File: src/rtl/raptor64_xfeed_if.sv
// Decode-to-execute operand feed bundle: decode/bypass/control inputs toward the X register,
// registered X-stage outputs back out.
interface raptor64_xfeed_if #(
  parameter int unsigned HCNT_W = 16
);
  logic              d_valid_i;
  logic [41:0]       d_ir_i;
  logic [5:0]        d_ra_i;
  logic [5:0]        d_rb_i;
  logic [5:0]        d_rt_i;
  logic              d_is_load_i;
  logic [63:0]       rf_a_i;
  logic [63:0]       rf_b_i;
  logic [63:0]       d_imm_i;
  logic [63:0]       x_res_i;
  logic              m_valid_i;
  logic [5:0]        m_rt_i;
  logic [63:0]       m_res_i;
  logic              w_valid_i;
  logic [5:0]        w_rt_i;
  logic [63:0]       w_res_i;
  logic              stall_i;
  logic              flush_i;
  logic              d_ready_o;
  logic              x_valid_o;
  logic [41:0]       x_ir_o;
  logic [63:0]       x_a_o;
  logic [63:0]       x_b_o;
  logic [63:0]       x_imm_o;
  logic [5:0]        x_rt_o;
  logic              x_is_load_o;
  logic [HCNT_W-1:0] hcnt_o;

  modport master (
    output d_valid_i, d_ir_i, d_ra_i, d_rb_i, d_rt_i, d_is_load_i,
    output rf_a_i, rf_b_i, d_imm_i, x_res_i,
    output m_valid_i, m_rt_i, m_res_i, w_valid_i, w_rt_i, w_res_i,
    output stall_i, flush_i,
    input  d_ready_o, x_valid_o, x_ir_o, x_a_o, x_b_o, x_imm_o, x_rt_o, x_is_load_o, hcnt_o
  );

  modport slave (
    input  d_valid_i, d_ir_i, d_ra_i, d_rb_i, d_rt_i, d_is_load_i,
    input  rf_a_i, rf_b_i, d_imm_i, x_res_i,
    input  m_valid_i, m_rt_i, m_res_i, w_valid_i, w_rt_i, w_res_i,
    input  stall_i, flush_i,
    output d_ready_o, x_valid_o, x_ir_o, x_a_o, x_b_o, x_imm_o, x_rt_o, x_is_load_o, hcnt_o
  );
endinterface

File: src/rtl/raptor64_xfeed.sv
// Raptor64 execute-stage operand feed: captures decode, resolves X/M/W bypass, inserts
// load-use bubbles and honours stall/flush.
module raptor64_xfeed #(
  parameter logic [41:0] NOP_IR = 42'd0,
  parameter int unsigned HCNT_W = 16
) (
  input logic            clk_i,
  input logic            rst_i,
  raptor64_xfeed_if.slave bus
);

  logic              r_x_valid;
  logic [41:0]       r_x_ir;
  logic [63:0]       r_x_a;
  logic [63:0]       r_x_b;
  logic [63:0]       r_x_imm;
  logic [5:0]        r_x_rt;
  logic              r_x_is_load;
  logic [HCNT_W-1:0] r_hcnt;

  logic              w_x_valid_nxt;
  logic [41:0]       w_x_ir_nxt;
  logic [63:0]       w_x_a_nxt;
  logic [63:0]       w_x_b_nxt;
  logic [63:0]       w_x_imm_nxt;
  logic [5:0]        w_x_rt_nxt;
  logic              w_x_is_load_nxt;
  logic [HCNT_W-1:0] w_hcnt_nxt;

  logic              w_x_fwd_ok;
  logic              w_hazard;
  logic [63:0]       w_byp_a;
  logic [63:0]       w_byp_b;

  // A load in X has no result yet, so it can never forward from X.
  function automatic logic [63:0] bypass(
    input logic [5:0]  rs,
    input logic [63:0] rf,
    input logic        x_ok,
    input logic [5:0]  x_rt,
    input logic [63:0] x_res,
    input logic        m_v,
    input logic [5:0]  m_rt,
    input logic [63:0] m_res,
    input logic        w_v,
    input logic [5:0]  w_rt,
    input logic [63:0] w_res
  );
    if (rs == 6'd0)                 return 64'd0;
    else if (x_ok && x_rt == rs)    return x_res;
    else if (m_v && m_rt == rs)     return m_res;
    else if (w_v && w_rt == rs)     return w_res;
    else                            return rf;
  endfunction

  assign w_x_fwd_ok = r_x_valid && !r_x_is_load;

  assign w_byp_a = bypass(bus.d_ra_i, bus.rf_a_i, w_x_fwd_ok, r_x_rt, bus.x_res_i,
                          bus.m_valid_i, bus.m_rt_i, bus.m_res_i,
                          bus.w_valid_i, bus.w_rt_i, bus.w_res_i);
  assign w_byp_b = bypass(bus.d_rb_i, bus.rf_b_i, w_x_fwd_ok, r_x_rt, bus.x_res_i,
                          bus.m_valid_i, bus.m_rt_i, bus.m_res_i,
                          bus.w_valid_i, bus.w_rt_i, bus.w_res_i);

  assign w_hazard = bus.d_valid_i && r_x_valid && r_x_is_load && (r_x_rt != 6'd0) &&
                    ((r_x_rt == bus.d_ra_i) || (r_x_rt == bus.d_rb_i));

  assign bus.d_ready_o = !bus.stall_i && !w_hazard;

  always_comb begin
    w_x_valid_nxt   = r_x_valid;
    w_x_ir_nxt      = r_x_ir;
    w_x_a_nxt       = r_x_a;
    w_x_b_nxt       = r_x_b;
    w_x_imm_nxt     = r_x_imm;
    w_x_rt_nxt      = r_x_rt;
    w_x_is_load_nxt = r_x_is_load;
    w_hcnt_nxt      = r_hcnt;
    if (bus.flush_i) begin
      w_x_valid_nxt   = 1'b0;
      w_x_ir_nxt      = NOP_IR;
      w_x_rt_nxt      = 6'd0;
      w_x_is_load_nxt = 1'b0;
    end else if (bus.stall_i) begin
      // Hold: operands were already bypassed at capture time.
    end else if (w_hazard) begin
      w_x_valid_nxt   = 1'b0;
      w_x_ir_nxt      = NOP_IR;
      w_x_rt_nxt      = 6'd0;
      w_x_is_load_nxt = 1'b0;
      if (r_hcnt != {HCNT_W{1'b1}}) begin
        w_hcnt_nxt = r_hcnt + {{(HCNT_W-1){1'b0}}, 1'b1};
      end
    end else begin
      w_x_valid_nxt   = bus.d_valid_i;
      w_x_ir_nxt      = bus.d_valid_i ? bus.d_ir_i : NOP_IR;
      w_x_a_nxt       = w_byp_a;
      w_x_b_nxt       = w_byp_b;
      w_x_imm_nxt     = bus.d_imm_i;
      w_x_rt_nxt      = bus.d_valid_i ? bus.d_rt_i : 6'd0;
      w_x_is_load_nxt = bus.d_is_load_i;
    end
  end

  always_ff @(posedge clk_i or negedge rst_i) begin
    if (!rst_i) begin
      r_x_valid   <= 1'b0;
      r_x_ir      <= NOP_IR;
      r_x_a       <= 64'd0;
      r_x_b       <= 64'd0;
      r_x_imm     <= 64'd0;
      r_x_rt      <= 6'd0;
      r_x_is_load <= 1'b0;
      r_hcnt      <= '0;
    end else begin
      r_x_valid   <= w_x_valid_nxt;
      r_x_ir      <= w_x_ir_nxt;
      r_x_a       <= w_x_a_nxt;
      r_x_b       <= w_x_b_nxt;
      r_x_imm     <= w_x_imm_nxt;
      r_x_rt      <= w_x_rt_nxt;
      r_x_is_load <= w_x_is_load_nxt;
      r_hcnt      <= w_hcnt_nxt;
    end
  end

  assign bus.x_valid_o   = r_x_valid;
  assign bus.x_ir_o      = r_x_ir;
  assign bus.x_a_o       = r_x_a;
  assign bus.x_b_o       = r_x_b;
  assign bus.x_imm_o     = r_x_imm;
  assign bus.x_rt_o      = r_x_rt;
  assign bus.x_is_load_o = r_x_is_load;
  assign bus.hcnt_o      = r_hcnt;

endmodule

File: src/flat_wrapper.sv
// flat-port wrapper written by rule: the top's interface ports become plain ports
module raptor64_xfeed_flat 
#(
  parameter logic [41:0] NOP_IR = 42'd0,
  parameter int unsigned HCNT_W = 16
)
  (clk_i, rst_i, bus_d_valid_i, bus_d_ir_i, bus_d_ra_i, bus_d_rb_i, bus_d_rt_i, bus_d_is_load_i, bus_rf_a_i, bus_rf_b_i, bus_d_imm_i, bus_x_res_i, bus_m_valid_i, bus_m_rt_i, bus_m_res_i, bus_w_valid_i, bus_w_rt_i, bus_w_res_i, bus_stall_i, bus_flush_i, bus_d_ready_o, bus_x_valid_o, bus_x_ir_o, bus_x_a_o, bus_x_b_o, bus_x_imm_o, bus_x_rt_o, bus_x_is_load_o, bus_hcnt_o);
  raptor64_xfeed_if #(.HCNT_W(HCNT_W)) bus_i ();
  input logic clk_i;
  input logic rst_i;
  input wire logic [$bits(bus_i.d_valid_i)-1:0] bus_d_valid_i;
  input wire logic [$bits(bus_i.d_ir_i)-1:0] bus_d_ir_i;
  input wire logic [$bits(bus_i.d_ra_i)-1:0] bus_d_ra_i;
  input wire logic [$bits(bus_i.d_rb_i)-1:0] bus_d_rb_i;
  input wire logic [$bits(bus_i.d_rt_i)-1:0] bus_d_rt_i;
  input wire logic [$bits(bus_i.d_is_load_i)-1:0] bus_d_is_load_i;
  input wire logic [$bits(bus_i.rf_a_i)-1:0] bus_rf_a_i;
  input wire logic [$bits(bus_i.rf_b_i)-1:0] bus_rf_b_i;
  input wire logic [$bits(bus_i.d_imm_i)-1:0] bus_d_imm_i;
  input wire logic [$bits(bus_i.x_res_i)-1:0] bus_x_res_i;
  input wire logic [$bits(bus_i.m_valid_i)-1:0] bus_m_valid_i;
  input wire logic [$bits(bus_i.m_rt_i)-1:0] bus_m_rt_i;
  input wire logic [$bits(bus_i.m_res_i)-1:0] bus_m_res_i;
  input wire logic [$bits(bus_i.w_valid_i)-1:0] bus_w_valid_i;
  input wire logic [$bits(bus_i.w_rt_i)-1:0] bus_w_rt_i;
  input wire logic [$bits(bus_i.w_res_i)-1:0] bus_w_res_i;
  input wire logic [$bits(bus_i.stall_i)-1:0] bus_stall_i;
  input wire logic [$bits(bus_i.flush_i)-1:0] bus_flush_i;
  output wire logic [$bits(bus_i.d_ready_o)-1:0] bus_d_ready_o;
  output wire logic [$bits(bus_i.x_valid_o)-1:0] bus_x_valid_o;
  output wire logic [$bits(bus_i.x_ir_o)-1:0] bus_x_ir_o;
  output wire logic [$bits(bus_i.x_a_o)-1:0] bus_x_a_o;
  output wire logic [$bits(bus_i.x_b_o)-1:0] bus_x_b_o;
  output wire logic [$bits(bus_i.x_imm_o)-1:0] bus_x_imm_o;
  output wire logic [$bits(bus_i.x_rt_o)-1:0] bus_x_rt_o;
  output wire logic [$bits(bus_i.x_is_load_o)-1:0] bus_x_is_load_o;
  output wire logic [$bits(bus_i.hcnt_o)-1:0] bus_hcnt_o;
  assign bus_i.d_valid_i = bus_d_valid_i;
  assign bus_i.d_ir_i = bus_d_ir_i;
  assign bus_i.d_ra_i = bus_d_ra_i;
  assign bus_i.d_rb_i = bus_d_rb_i;
  assign bus_i.d_rt_i = bus_d_rt_i;
  assign bus_i.d_is_load_i = bus_d_is_load_i;
  assign bus_i.rf_a_i = bus_rf_a_i;
  assign bus_i.rf_b_i = bus_rf_b_i;
  assign bus_i.d_imm_i = bus_d_imm_i;
  assign bus_i.x_res_i = bus_x_res_i;
  assign bus_i.m_valid_i = bus_m_valid_i;
  assign bus_i.m_rt_i = bus_m_rt_i;
  assign bus_i.m_res_i = bus_m_res_i;
  assign bus_i.w_valid_i = bus_w_valid_i;
  assign bus_i.w_rt_i = bus_w_rt_i;
  assign bus_i.w_res_i = bus_w_res_i;
  assign bus_i.stall_i = bus_stall_i;
  assign bus_i.flush_i = bus_flush_i;
  assign bus_d_ready_o = bus_i.d_ready_o;
  assign bus_x_valid_o = bus_i.x_valid_o;
  assign bus_x_ir_o = bus_i.x_ir_o;
  assign bus_x_a_o = bus_i.x_a_o;
  assign bus_x_b_o = bus_i.x_b_o;
  assign bus_x_imm_o = bus_i.x_imm_o;
  assign bus_x_rt_o = bus_i.x_rt_o;
  assign bus_x_is_load_o = bus_i.x_is_load_o;
  assign bus_hcnt_o = bus_i.hcnt_o;
  raptor64_xfeed #(.NOP_IR(NOP_IR), .HCNT_W(HCNT_W)) u_core (.clk_i(clk_i), .rst_i(rst_i), .bus(bus_i));
endmodule
File: config.mk
export PLATFORM = sky130hd
export DESIGN_NAME = raptor64_xfeed_flat
export DESIGN_NICKNAME = d
export VERILOG_FILES = /design/src/rtl/raptor64_xfeed_if.sv /design/src/rtl/raptor64_xfeed.sv /design/src/flat_wrapper.sv
export SDC_FILE = /design/constraint.sdc
export NUM_CORES = 1
export LEC_CHECK = 0
export BUFFER_PORTS_ARGS = -buffer_cell sky130_fd_sc_hd__buf_2
export CAP_MARGIN = 20
export CORE_AREA = 2 2 279 281
export DETAILED_ROUTE_END_ITERATION = 12
export DIE_AREA = 0 0 281 283
export SLEW_MARGIN = 20
export SYNTH_ARGS = -nofsm -noshare
export SYNTH_HDL_FRONTEND = slang
export SYNTH_SLANG_ARGS = --single-unit
File: constraint.sdc
create_clock -name clk_i -period 4.5 [get_ports clk_i]
set_input_delay 0.9 -clock clk_i [delete_from_list [all_inputs] [get_ports clk_i]]
set_output_delay 0.9 -clock clk_i [all_outputs]
set_load 0.05 [all_outputs]
# After elaboration in Yosys (flattened, before gate mapping)
# Index checks and enable logic that the tools add are counted.
# W data, S select, Z words.
word_totals:
  register_bits: 258
  in_bits: 464
  output_inout_bits: 259
  wordCells: 63
classes:
  addsub: 1
  eq_ne: 8
  mux: 22
  bitwise_logic: 3
  reduce_logical: 21
op_table:
  columns: ["op", "count"]
  rows:
  - ["$mux W64", 8]
  - ["$mux W42", 4]
  - ["$eq A6 B6 Y1", 6]
  - ["$mux W6", 4]
  - ["$add A16 B1 Y16 const B", 1]
  - ["$ne A16 B16 Y1 const B", 1]
  - ["$logic_and A1 B1 Y1", 12]
  - ["$logic_not A6 Y1", 2]
  - ["$mux W1", 6]
  - ["$reduce_bool A6 Y1", 1]
  - ["$reduce_and A4 Y1", 1]
  - ["$logic_not A1 Y1", 3]
  - ["$not A1 Y1", 3]
  - ["$reduce_and A3 Y1", 1]
  - ["$ne A2 B1 Y1 const B", 1]
  - ["$logic_or A1 B1 Y1", 1]

# Depth between registers and ports, before layout
logic_depth:
  ltp_word: 7
  ltp_mapped: 9
  depth_no_buf: 7

# Least setup slack after synthesis
# No wires, ideal clock.
synth_timing:
  kind: "input to output"
  startpoint: "input bus_d_ra_i[1]"
  endpoint: "output bus_d_ready_o"
  arrival_time_ps: 2106
  t_required_ps: 3600
  setup_slack_ps: 1494
  stages: 5
  path_buffers: 0
  cell_sequence: "xor2_1 nor4_4 o2bb2a_4 nor2_1 nor2_1"
synth_via:
  elab_chain_len: 5
synth_rtl:
  columns: ["element", "line_no", "source"]
  rows:
  - ["start, declared", "flat_wrapper.sv:13", "input wire logic [$bits(bus_i.d_ra_i)-1:0] bus_d_ra_i;"]
  - ["$eq A6 B6 Y1", "raptor64_xfeed.sv:66", "((r_x_rt == bus.d_ra_i) || (r_x_rt == bus.d_rb_i));"]
  - ["$logic_or A1 B1 Y1", "raptor64_xfeed.sv:66", null]
  - ["$logic_and A1 B1 Y1", "raptor64_xfeed.sv:65", "assign w_hazard = bus.d_valid_i && r_x_valid && r_x_is_load && (r_x_rt != 6'd0) &&"]
  - ["$logic_not A1 Y1", "raptor64_xfeed.sv:68", "assign bus.d_ready_o = !bus.stall_i && !w_hazard;"]
  - ["$logic_and A1 B1 Y1", "raptor64_xfeed.sv:68", null]
  - ["end, declared", "flat_wrapper.sv:29", "output wire logic [$bits(bus_i.d_ready_o)-1:0] bus_d_ready_o;"]
# No other way between the ends.

# Worst setup path in the final report
layout_timing:
  startpoint: "register u_core.r_x_rt[0], in the netlist u_core.bus.x_rt_o[0]"
  endpoint: "output bus_d_ready_o"
layout_via:
  elab_chain_len: 5
  word_cells_on_any_way: 8
  classes_between: "eq/ne: 2; reduce/logical: 6"
layout_rtl:
  columns: ["element", "line_no", "source"]
  rows:
  - ["start, declared", "raptor64_xfeed.sv:17", "logic [5:0] r_x_rt;"]
  - ["start signal, assigned", "raptor64_xfeed.sv:121", "r_x_rt <= w_x_rt_nxt;"]
  - ["$eq A6 B6 Y1 or $reduce_bool A6 Y1 (tied branches)", "raptor64_xfeed.sv:66, raptor64_xfeed.sv:65", null]
  - ["$logic_or A1 B1 Y1 or $logic_and A1 B1 Y1 (tied branches)", "raptor64_xfeed.sv:66, raptor64_xfeed.sv:65", null]
  - ["$logic_and A1 B1 Y1 (*)", "raptor64_xfeed.sv:65", null]
  - ["$logic_not A1 Y1 (*)", "raptor64_xfeed.sv:68", null]
  - ["$logic_and A1 B1 Y1 (*)", "raptor64_xfeed.sv:68", null]
# Every way passes the cells marked *; elsewhere a longest branch is shown, timed or not.

==> flow_metrics.env <==
export IMPL_final_setup_tns_ps=0
export IMPL_dr_total_vias=14200
export IMPL_worstSetupPathType="flop to output port"
export IMPL_overflow=0
export IMPL_placed_cell_area_um2=18400
export IMPL_cp_required_ps=3600
export IMPL_status="finished clean"
export IMPL_power_density_nw_per_um2=379
export IMPL_fin_area_um2=19400
export IMPL_synthArstFlopShare=1.00
export IMPL_core_um2=76700
export IMPL_drive_gt1_frac=0.474
export IMPL_finalSetupViolCount=0
export IMPL_met1_usage=0.188
export IMPL_die_area_um2=79500
export IMPL_worstSetupStartpointType="flop"
export IMPL_slew_limit_headroom=0.285
export IMPL_insertion_delay_ps=610
export IMPL_grt_usage=0.157
export IMPL_drtIter0Drc=846
export IMPL_synth_top_family_by_area="compound AO/OA/AOI/OAI gates"
export IMPL_drv_slew=0
export IMPL_drc=0
export IMPL_avgSynthCellArea_um2=10.0
export IMPL_r2r_setup_slack_ps=1840
export IMPL_max_cap_violations=0
export IMPL_ys_warn_count=0
export IMPL_swShare=0.373
export IMPL_arrival_ps=2460
export IMPL_grt_pass1_wl_um=94300
export IMPL_via_per_inst=4.58
export IMPL_hold_class="primary input to asynchronous set/reset pin"
export IMPL_wl_um=65600
export IMPL_ys_flop_type="dfrtp_1"
export IMPL_clockRootBuffer="clkbuf_16"
export IMPL_ctsResizeCount=0
export IMPL_clk_path_buf_depth=3
export IMPL_endpoint_kind="output port"
export IMPL_synthToLayoutAreaGrowth_pct=42.7
export IMPL_ys_seq_elements=258
export IMPL_power_frac_clock=0.334
export IMPL_synth_mux_area_frac=0.108
export IMPL_dr_pass1_iters=5
export IMPL_max_vdd_ir_drop_v=0.000268
export IMPL_synth_edf_count=0
export IMPL_dp_hpwl_um=49000
export IMPL_core_rowCount=102
export IMPL_die_y_um=283
export IMPL_hold_buffers=0
export IMPL_use_met3=0.0491
export IMPL_io_buffers=722
export IMPL_io_pin_count=723
export IMPL_report_final_hold_viol_count=0
export IMPL_power_frac_seq=0.371
export IMPL_ys_types=40
export IMPL_final_setup_skew_ps=25.3
export IMPL_die_w_um=281
export IMPL_synth_simple_area_share=0.136
export IMPL_synth_nets=1821
export IMPL_numCtsBuffers=30
export IMPL_h_tree_depth=1
export IMPL_start_util=0.177
export IMPL_reg2reg_to="u_core.bus.x_ir_o[19]"
export IMPL_p_comb_frac=0.296
export IMPL_fmax_mhz=298
export IMPL_wl_per_cell_um=21.2
export IMPL_syn_cell_area_um2=13600
export IMPL_grt_max_degree=91
export IMPL_p_switching_w=0.00275
export IMPL_p_total_w=0.00736
export IMPL_nets=2488
export IMPL_synth_compound_area_share=0.210
export IMPL_synth_xor_area_frac=0.0322
export IMPL_post_cts_setup_buffers=0
export IMPL_r2r_start="u_core.bus.x_rt_o[0]"
export IMPL_ant_nets=0
export IMPL_syn_inst=1356
export IMPL_leakagePower_nw=9.29
export IMPL_rsz0062_at_grt="no"
export IMPL_crit_path_max_fanout=5
export IMPL_cts_tree="done"
export IMPL_yosysSeqAreaShare=0.474
export IMPL_gp_congestion=0.882
export IMPL_r2r_cells=5
export IMPL_grt_use_met2=0.258
export IMPL_antenna_found_initial=17
export IMPL_p_int_w=0.00461
export IMPL_grt_pass1_vias=14400
export IMPL_clkSinkCount=258
export IMPL_worstMarginPinSlew_ps=1070
export IMPL_clk_pin_slew_ps=60
export IMPL_busiest_layer="met2"
export IMPL_synth_fa_ha_area_frac=0.000919
export IMPL_fin_crit_sh=0.746
export IMPL_period_minus_slack_ps=3360
how the worst max path moves through the flow:
stage | start | endpoint | cells after the start
floorplan | bus_d_ra_i[1] | bus_d_ready_o | 5
global placement | bus_d_ra_i[2] | bus_d_ready_o | 7
detailed placement | bus_d_ra_i[2] | bus_d_ready_o | 7
CTS | u_core.bus.x_rt_o[0] | bus_d_ready_o | 5
global route | u_core.bus.x_rt_o[0] | bus_d_ready_o | 5
finish | u_core.bus.x_rt_o[0] | bus_d_ready_o | 5
sequential cells by signal, summed over array words and instances, names as in the netlist:
signal,cells
u_core.bus.x_a_o,64
u_core.bus.x_b_o,64
u_core.bus.x_imm_o,64
u_core.bus.x_ir_o,42
u_core.bus.hcnt_o,16
u_core.bus.x_rt_o,6
u_core.bus.x_is_load_o,1
u_core.bus.x_valid_o,1
cells in the mapped netlist (8+ instances only):
| master | n | area share |
|---|---|---|
| o31ai_1 | 64 | 0.035 |
| nand2_1 | 228 | 0.063 |
| clkbuf_1 | 79 | 0.022 |
| nand3_1 | 11 | 0.0040 |
| xor2_1 | 26 | 0.017 |
| o221ai_1 | 64 | 0.041 |
| a32oi_1 | 64 | 0.041 |
| a22o_1 | 48 | 0.031 |
| nand4_1 | 10 | 0.0046 |
| dfrtp_1 | 258 | 0.47 |
| a31o_2 | 21 | 0.014 |
| buf_2 | 22 | 0.0081 |
| mux2_2 | 130 | 0.11 |
| o2bb2ai_1 | 43 | 0.028 |
| xnor2_1 | 24 | 0.015 |
| buf_6 | 8 | 0.0066 |
| nor2_1 | 164 | 0.045 |
| a21oi_1 | 44 | 0.016 |
| buf_1 | 9 | 0.0025 |
metal layers:
| layer | up-vias | routed length, µm |
|---|---|---|
| met3 | 112 | 6620 |
| met5 | - | 103 |
| met4 | 16 | 2310 |
| met2 | 725 | 30600 |
| li1 | 6346 | - |
| met1 | 6967 | 26000 |
area by class of cell:
class / instances / area (µm²)
diodes: 8 / 20.0
clock inverters: 7 / 87.6
flip-flops and latches: 258 / 6460
repair buffers: 753 / 3980
fillers: 8278 / 57300
multi-input cells: 978 / 6670
clock buffers: 44 / 893
inverters: 2 / 7.51
well taps: 1040 / 1300
power by group through the flow:
stage | clock network, W | logic [W] | registers [W]
global route | 0.00261 | 0.00229 | 0.00276
floorplan | 0 | 0.000477 | 0.00367
CTS | 0.00252 | 0.00219 | 0.00273
global placement | 0 | 0.00217 | 0.00276
finish | 0.00246 | 0.00218 | 0.00273
detailed placement | 0 | 0.00218 | 0.00276
cells by family after synthesis:
group           Yosys count
compound gates          353
xor+xnor                 50
fa+ha+maj                 1
buf+inv                 120
flops                   258
mux                     130
simple gates            444
placed cells by master (no fill, tap or decap), drive strengths merged, types with 24 or more instances in the layout:
master / count
mux2: 130
a22o: 48
a32oi: 64
xor2: 26
nor2: 165
dfrtp: 258
buf: 753
clkbuf: 44
o221ai: 64
o31ai: 64
nand2: 228
xnor2: 24
o2bb2ai: 43
a21oi: 44
per-stage QoR:
stage,utilization,hold slack [ps],setup slack [ps],instances
2_1_floorplan,-,604,1490,1356
3_3_place_gp,0.240,463,1330,3030
3_5_place_dp,0.240,468,1340,3031
4_1_cts,0.253,307,1020,3082
5_1_grt,0.253,352,890,3088
6_report,0.253,304,1140,3090
worst max-delay path, cell delays in order (launching register included):
cell and delay [ps]:
dfrtp_1 470, nor4_1 530, a21o_1 330, nor2_1 100
nor2_1 130, buf_2 280
No activity file was read; power rests on OpenSTA's default activity.
